**src/rtl/seq_divider.sv**
```systemverilog
// seq_divider: multi-cycle restoring integer divider (signed/unsigned).
// One WIDTH-bit subtract (add of inverted divisor, carry-in 1) is iterated
// once per clock over WIDTH cycles, followed by a sign-fixup cycle.
//
// Handshake: start is sampled only while busy=0. The edge that samples
// start=1 accepts the operation and captures a/b/is_signed; busy stays high
// until the fixup edge, which raises done for exactly one cycle together
// with new quo/rem/div_by_zero. start may be asserted in the done cycle to
// begin the next operation on that same edge.
module seq_divider #(
   parameter int WIDTH = 32
) (
   input  logic             clk,
   input  logic             rst_n,
   input  logic             start,
   input  logic [WIDTH-1:0] a,
   input  logic [WIDTH-1:0] b,
   input  logic             is_signed,
   output logic             busy,
   output logic             done,
   output logic [WIDTH-1:0] quo,
   output logic [WIDTH-1:0] rem,
   output logic             div_by_zero,
   output logic [1:0]       o_dbg_state
);

   localparam int CW = $clog2(WIDTH + 1);

   localparam logic [1:0] S_IDLE = 2'd0;
   localparam logic [1:0] S_RUN  = 2'd1;
   localparam logic [1:0] S_FIX  = 2'd2;

   logic [1:0]       r_state;
   logic [CW-1:0]    r_cnt;
   logic [WIDTH-1:0] r_a;        // raw dividend, returned as rem on divide-by-zero
   logic [WIDTH-1:0] r_dvd;      // dividend magnitude, shifts out; quotient bits shift in
   logic [WIDTH-1:0] r_rem_acc;  // partial remainder
   logic [WIDTH-1:0] r_bmag;     // divisor magnitude
   logic             r_sign_q;   // quotient must be negated
   logic             r_sign_r;   // remainder must be negated (follows dividend)
   logic             r_dz;       // captured divisor was zero
   logic             r_done;
   logic [WIDTH-1:0] r_quo;
   logic [WIDTH-1:0] r_rem;
   logic             r_div_by_zero;

   logic [WIDTH-1:0] w_a_mag;
   logic [WIDTH-1:0] w_b_mag;
   logic [WIDTH-1:0] w_shift;
   logic             w_shift_ovf;
   logic [WIDTH:0]   w_sum;
   logic             w_take;
   logic [WIDTH-1:0] w_quo_fix;
   logic [WIDTH-1:0] w_rem_fix;

   // Operand magnitudes at accept time; wraparound negation makes the
   // most-negative value its own magnitude, which the unsigned core handles.
   assign w_a_mag = (is_signed && a[WIDTH-1]) ? -a : a;
   assign w_b_mag = (is_signed && b[WIDTH-1]) ? -b : b;

   // One restoring step. The bit shifted out of rem_acc is kept so that a
   // shifted value >= 2^WIDTH (large unsigned divisors) still subtracts.
   assign w_shift     = {r_rem_acc[WIDTH-2:0], r_dvd[WIDTH-1]};
   assign w_shift_ovf = r_rem_acc[WIDTH-1];
   assign w_sum       = {1'b0, w_shift} + {1'b0, ~r_bmag} + (WIDTH+1)'(1);
   assign w_take      = w_shift_ovf | w_sum[WIDTH];

   // Sign fixup: truncation toward zero.
   assign w_quo_fix = r_sign_q ? -r_dvd : r_dvd;
   assign w_rem_fix = r_sign_r ? -r_rem_acc : r_rem_acc;

   // Control FSM and datapath registers.
   always_ff @(posedge clk or negedge rst_n) begin
      if (!rst_n) begin
         r_state       <= S_IDLE;
         r_cnt         <= '0;
         r_a           <= '0;
         r_dvd         <= '0;
         r_rem_acc     <= '0;
         r_bmag        <= '0;
         r_sign_q      <= 1'b0;
         r_sign_r      <= 1'b0;
         r_dz          <= 1'b0;
         r_done        <= 1'b0;
         r_quo         <= '0;
         r_rem         <= '0;
         r_div_by_zero <= 1'b0;
      end else begin
         r_done <= 1'b0;
         case (r_state)
            S_IDLE: begin
               if (start) begin
                  r_a       <= a;
                  r_dvd     <= w_a_mag;
                  r_bmag    <= w_b_mag;
                  r_rem_acc <= '0;
                  r_cnt     <= CW'(WIDTH);
                  r_sign_q  <= is_signed & (a[WIDTH-1] ^ b[WIDTH-1]);
                  r_sign_r  <= is_signed & a[WIDTH-1];
                  r_dz      <= (b == '0);
                  r_state   <= (b == '0) ? S_FIX : S_RUN;
               end
            end
            S_RUN: begin
               r_dvd     <= {r_dvd[WIDTH-2:0], w_take};
               r_rem_acc <= w_take ? w_sum[WIDTH-1:0] : w_shift;
               r_cnt     <= r_cnt - CW'(1);
               if (r_cnt == CW'(1)) begin
                  r_state <= S_FIX;
               end
            end
            S_FIX: begin
               r_done        <= 1'b1;
               r_div_by_zero <= r_dz;
               r_quo         <= r_dz ? '1 : w_quo_fix;
               r_rem         <= r_dz ? r_a : w_rem_fix;
               r_state       <= S_IDLE;
            end
            default: begin
               r_state <= S_IDLE;
            end
         endcase
      end
   end

   assign busy        = (r_state != S_IDLE);
   assign done        = r_done;
   assign quo         = r_quo;
   assign rem         = r_rem;
   assign div_by_zero = r_div_by_zero;
   assign o_dbg_state = r_state;

endmodule
```
**config.mk**
```make
export PLATFORM = sky130hd
export DESIGN_NAME = seq_divider
export DESIGN_NICKNAME = d
export VERILOG_FILES = /design/src/rtl/seq_divider.sv
export SDC_FILE = /design/constraint.sdc
export NUM_CORES = 1
export LEC_CHECK = 0
export ABC_AREA = 1
export CAP_MARGIN = 40
export CELL_PAD_IN_SITES_DETAIL_PLACEMENT = 1
export CELL_PAD_IN_SITES_GLOBAL_PLACEMENT = 2
export CORE_MARGIN = 2
export CORE_UTILIZATION = 35
export CTS_CLUSTER_SIZE = 25
export DETAILED_ROUTE_END_ITERATION = 8
export GPL_ROUTABILITY_DRIVEN = 0
export PLACE_DENSITY = 0.85
export SETUP_SLACK_MARGIN = 0.3
export SLEW_MARGIN = 20
export SYNTH_ARGS = -nofsm -noshare
export SYNTH_HDL_FRONTEND = slang
export SYNTH_SLANG_ARGS = --single-unit
```
**constraint.sdc**
```tcl
create_clock -name clk -period 3.2 [get_ports clk]
set_input_delay 0.64 -clock clk [delete_from_list [all_inputs] [get_ports clk]]
set_output_delay 0.64 -clock clk [all_outputs]
set_load 0.03 [all_outputs]
```
# Yosys cells after proc, flatten, opt, wreduce, memory -nomap -nowiden

Index checks and enable logic that the tools add are counted.

Flip-flop bits (word level): 205
Bits of input ports: 68
Output and inout port bits: 69
Logic and storage cells: 57

Add/subtract/negate cells: 7
Equal/unequal tests: 5
Muxes and demuxes: 18
Bitwise logic cells: 5
Reduce and logical (&&, ||, !) cells: 9

Operators with widths:

| kind                  | number |
|---|---|
| $mux 32               | 9 |
| $neg 32->32           | 4 |
| $pmux 32 s2           | 2 |
| $add 32x32->33        | 1 |
| $add 33x1->33 const B | 1 |
| $logic_not 32->1      | 1 |
| $not 32->32           | 1 |
| $pmux 6 s2            | 1 |
| $eq 6x1->1 const B    | 1 |
| $mux 2                | 3 |
| $mux 6                | 1 |
| $reduce_and 2->1      | 3 |
| $sub 6x1->6 const B   | 1 |
| $ne 2x2->1 const B    | 2 |
| $pmux 2 s2            | 1 |
| $reduce_bool 2->1     | 2 |
| $and 1x1->1           | 2 |
| $eq 2x1->1 const B    | 1 |
| $eq 2x2->1 const B    | 1 |
| $logic_and 1x1->1     | 2 |
| $logic_not 2->1       | 1 |
| $mux 1                | 1 |
| $or 1x1->1            | 1 |
| $xor 1x1->1           | 1 |

# Depth between registers and ports, before layout

Depth after elaboration: 6
Depth in mapped cells: 17
Mapped depth without buffers: 16

# Worst setup path after synthesis

OpenSTA, ideal clock, no wires.

Path type: reg2reg
From: register r_dvd[31]
To: register r_rem_acc[31]
Library setup time: 0.116 ns
Arrival: 1.975 ns
Required time: 3.084 ns
Path slack: 1.109 ns
Cell stages (with the launch flop): 17
Path buffers: 1
Clock period less this slack: 2.091 ns
Cells stage by stage: dfrtp_1 inv_1 ha_1 fa_1 inv_1 nand2_1 nand2_1 nand3_1 nand2_2 nand2_2 nand2_2 nand3_2 nand2_2 buf_4 nand3_1 nand2_1 nand2_1

Longest elaborated chain between the ends: 5

RTL lines:

| element                | RTL line | RTL |
|---|---|---|
| from (decl)            | 36       | `logic [WIDTH-1:0] r_dvd;` |
| from (signal assigned) | 94       | `r_dvd <= w_a_mag;` |
| from (signal assigned) | 105      | `r_dvd <= {r_dvd[WIDTH-2:0], w_take};` |
| $add 32x32->33 *       | 65       | `assign w_sum = {1'b0, w_shift} + {1'b0, ~r_bmag} + (WIDTH+1)'(1);` |
| $add 33x1->33 *        | 65       |  |
| $or 1x1->1             | 66       | `assign w_take = w_shift_ovf \| w_sum[WIDTH];` |
| $mux 32 *              | 106      | `r_rem_acc <= w_take ? w_sum[WIDTH-1:0] : w_shift;` |
| $pmux 32 s2 *          | 90       | `case (r_state)` |
| to (signal assigned)   | 106      |  |
| to (decl)              | 37       | `logic [WIDTH-1:0] r_rem_acc;` |

Mark *: on every way between the ends. The rest lies on a longest branch, timed or not.
A chain may end at the register's enable or synchronous reset.

# Final worst setup path

From: register r_state[1] (netlist: o_dbg_state[1])
To: output busy

Longest elaborated chain between the ends: 1

RTL lines:

| element                | RTL line | RTL |
|---|---|---|
| from (decl)            | 33       | `logic [1:0] r_state;` |
| from (signal assigned) | 101      | `r_state <= (b == '0) ? S_FIX : S_RUN;` |
| $reduce_bool 2->1      | 126      | `assign busy = (r_state != S_IDLE);` |
| to (decl)              | 19       | `output logic busy,` |

No other way between the ends.

==> summary.txt <==
Slew headroom: 50.1%
Clock Skew: 0.0145 ns
CP Class: reg2out
Synth Area in XOR/XNOR: 3.72%
Routed WL: 55300 um
Lkg Pwr: 8.92 nW
Detailed Place HPWL: 43600 um
Num Clock Sinks: 205
RSZ-0062 raised after global routing: no
Total grt overflow: 0
Initial Util: 35.4%
Commonest cells after routing, fill and taps aside: nand2_1 (733), inv_1 (307), nand3_1 (247), nor2_1 (224), dfrtp_1 (205)
Number of global-route vias before repair: 15.8k
Core area: 41900 um2
Most common cell after layout, fill and taps aside: nand2_1
Gate Count Post-Synth: 2287
Worst-margin pin slew: 0.741 ns
Worst EP arrival: 2.04 ns
DRT antenna net count: 0
Register area share after synthesis: 34.6%
CP Launch Type: flop
Fillers: 5452
Share of cells above drive strength 1: 5.35%
Fraction of the mapped netlist area in compound gates: 10.7%
Final Setup Violations: 0
Final Hold Vio Count: 0
Global Route Usage Sum: 25.2%
Fin Setup TNS: 0 ns
Worst VDD drop: 0.611 mV
Largest net degree at the start of global routing: 68
Status: finished, final reports clean
Multiplexer area fraction after synthesis: 0.0674%
Crit path time final: 2.68 ns
Maxcap violations: 0
Area occupied by multi-input gates: 8160 um2
WHS: 0.481 ns
Worst Hold Class: reg2reg
EDFF count, synth: 0
Worst-path fanout max: 5
Chip Height: 210 um
First DRT Iteration DRCs: 975
Antenna violations before repair: 1
Synth Warn #: 0
Layout Area Growth over Synthesis: 19.9%
FP Rows: 75
Most used DFF post-synth: dfrtp_1
Clock Path Buffers: 3
Total Power: 0.0208 W
Simple-Gate Fraction of Synth Area: 37.0%
CP endpoint kind: output port
Clock insertion delay at the later pin of the skew report: 0.55 ns
Post-CTS setup buffers: 0
Die W: 210 um
# IOs: 137
Synth Net Count: 2394
Slew Viols, Final: 0
CTS tree: done
# diodes: 0
Mapped Area: 14800 um2
Register area: 5130 um2
Vias: 15.4k
Synth async-reset ratio: 100%
Synth unique cells: 50
Crit path required time: 2.56 ns
Largest family of logic cells by synthesized area: simple AND/OR/NAND/NOR gates
Maximum clock rate: 0.374 GHz
Syn avg cell area: 6.49 um2
# port buffers: 136
P per Cell Area: 1170 nW/um2
R2R Setup Slk: 0.63 ns
Post-route clock period utilization: 83.6%
Clock root cell: clkbuf_16
WL/cell: 18.6 um
Die area: 44100 um2
Via/cell ratio: 5.18
First-pass GRT wire length: 87700 um
Nets: 2521
Worst-path clk slew: 0.06 ns
Synth Area in Adders: 3.34%
DR pass1 iterations: 5
CTS buffer count: 26
H-tree depth: 1
Post-synthesis sequential element count: 205
DRC errors left: 0
[final cells by class]
type	count	share of cell area [%]
Multi-Input combinational cell	1688	45.8
Sequential cell	205	28.8
Timing Repair Buffer	177	9.68
Inverter	316	6.67
Clock buffer	39	4.56
Tap cell	539	3.79
Clock inverter	7	0.640
[metrics by stage]
| stage | std cells | area, um2 | utilization (%) | setup WS [ns] |
|---|---|---|---|---|
| after floorplan | 2287 | 14800 | - | 1.11 |
| after global placement | 2923 | 16800 | 40.1 | 0.429 |
| after detailed placement | 2923 | 16800 | 40.1 | 0.388 |
| after CTS | 2970 | 17800 | 42.4 | 0.480 |
| after global routing | 2971 | 17800 | 42.4 | 0.411 |
| final | 2971 | 17800 | 42.4 | 0.525 |
[layer usage]
layer / routed length (um) / track usage, %
met2: 24400 / 40.3
met3: 2520 / 3.32
met4: 1260 / 5.77
met5: 0 / 0
met1: 27100 / 36.2
[cells in the mapped netlist (6+ instances only)]
master      n  share of area [%]
a31oi_1    14               0.59
buf_2      22               0.74
nand3b_1    6               0.30
dfrtp_1   205                 35
a21oi_1    71                2.4
or2_2       8               0.34
nand2_2    11               0.46
clkbuf_1   39               0.99
o22ai_1    12               0.51
nand2_1   734                 19
buf_6       7               0.53
nand3_1   247                8.3
nand4_1    29                1.2
inv_1     307                7.8
o21ai_0   136                4.6
inv_2       8               0.20
xnor2_1    19                1.1
o211ai_1   20                1.0
o21bai_1    8               0.40
xor2_1     44                2.6
nor3_1     17               0.57
nor2_1    225                5.7
ha_1       38                3.2
[final timing paths]
| check | from | to | depth (start not counted) |
|---|---|---|---|
| max in group asynchronous | rst_n | quo[24] | 3 |
| min in group asynchronous | rst_n | r_rem_acc[9] | 2 |
| min | r_bmag[30] | r_bmag[30] | 2 |
| max reg2reg | r_dvd[31] | r_rem_acc[6] | 16 |
| max | o_dbg_state[1] | busy | 3 |
| min reg2reg | r_bmag[30] | r_bmag[30] | 2 |
[where the power goes]
| group | leakage (nW) | internal [W] | total, W | switching (W) |
|---|---|---|---|---|
| combinational | 5.95 | 0.00428 | 0.0126 | 0.00831 |
| sequential | 2.51 | 0.00385 | 0.00502 | 0.00117 |
| clock | 0.459 | 0.00198 | 0.00319 | 0.00121 |
[sequential cells by signal (all words and copies together), names as in the netlist, 2 cells and up]
register	cells
r_rem_acc	32
rem	32
r_cnt	6
r_a	32
o_dbg_state	2
r_dvd	32
r_bmag	32
quo	32
[cell families (layout without fill, tap and decap cells)]
kind of cell,after synthesis,after routing
flops,205,205
compound gates,282,282
xor+xnor,63,63
mux,1,1
simple gates,1303,1303
fa+ha+maj,39,39
buf+inv,394,539
[worst max-delay path, stage by stage (launching register included)]
cell and delay [ns]:
dfrtp_1 0.48, nor2_1 0.30, inv_1 0.10, clkdlybuf4s50_1 0.61
[repair_timing]
action,CTS,global route
resized for setup,0,1
endpoints found under the hold margin,3,0
hold buffers,1,0
endpoints found under the setup margin,0,7
No activity file was read; power rests on OpenSTA's default activity.
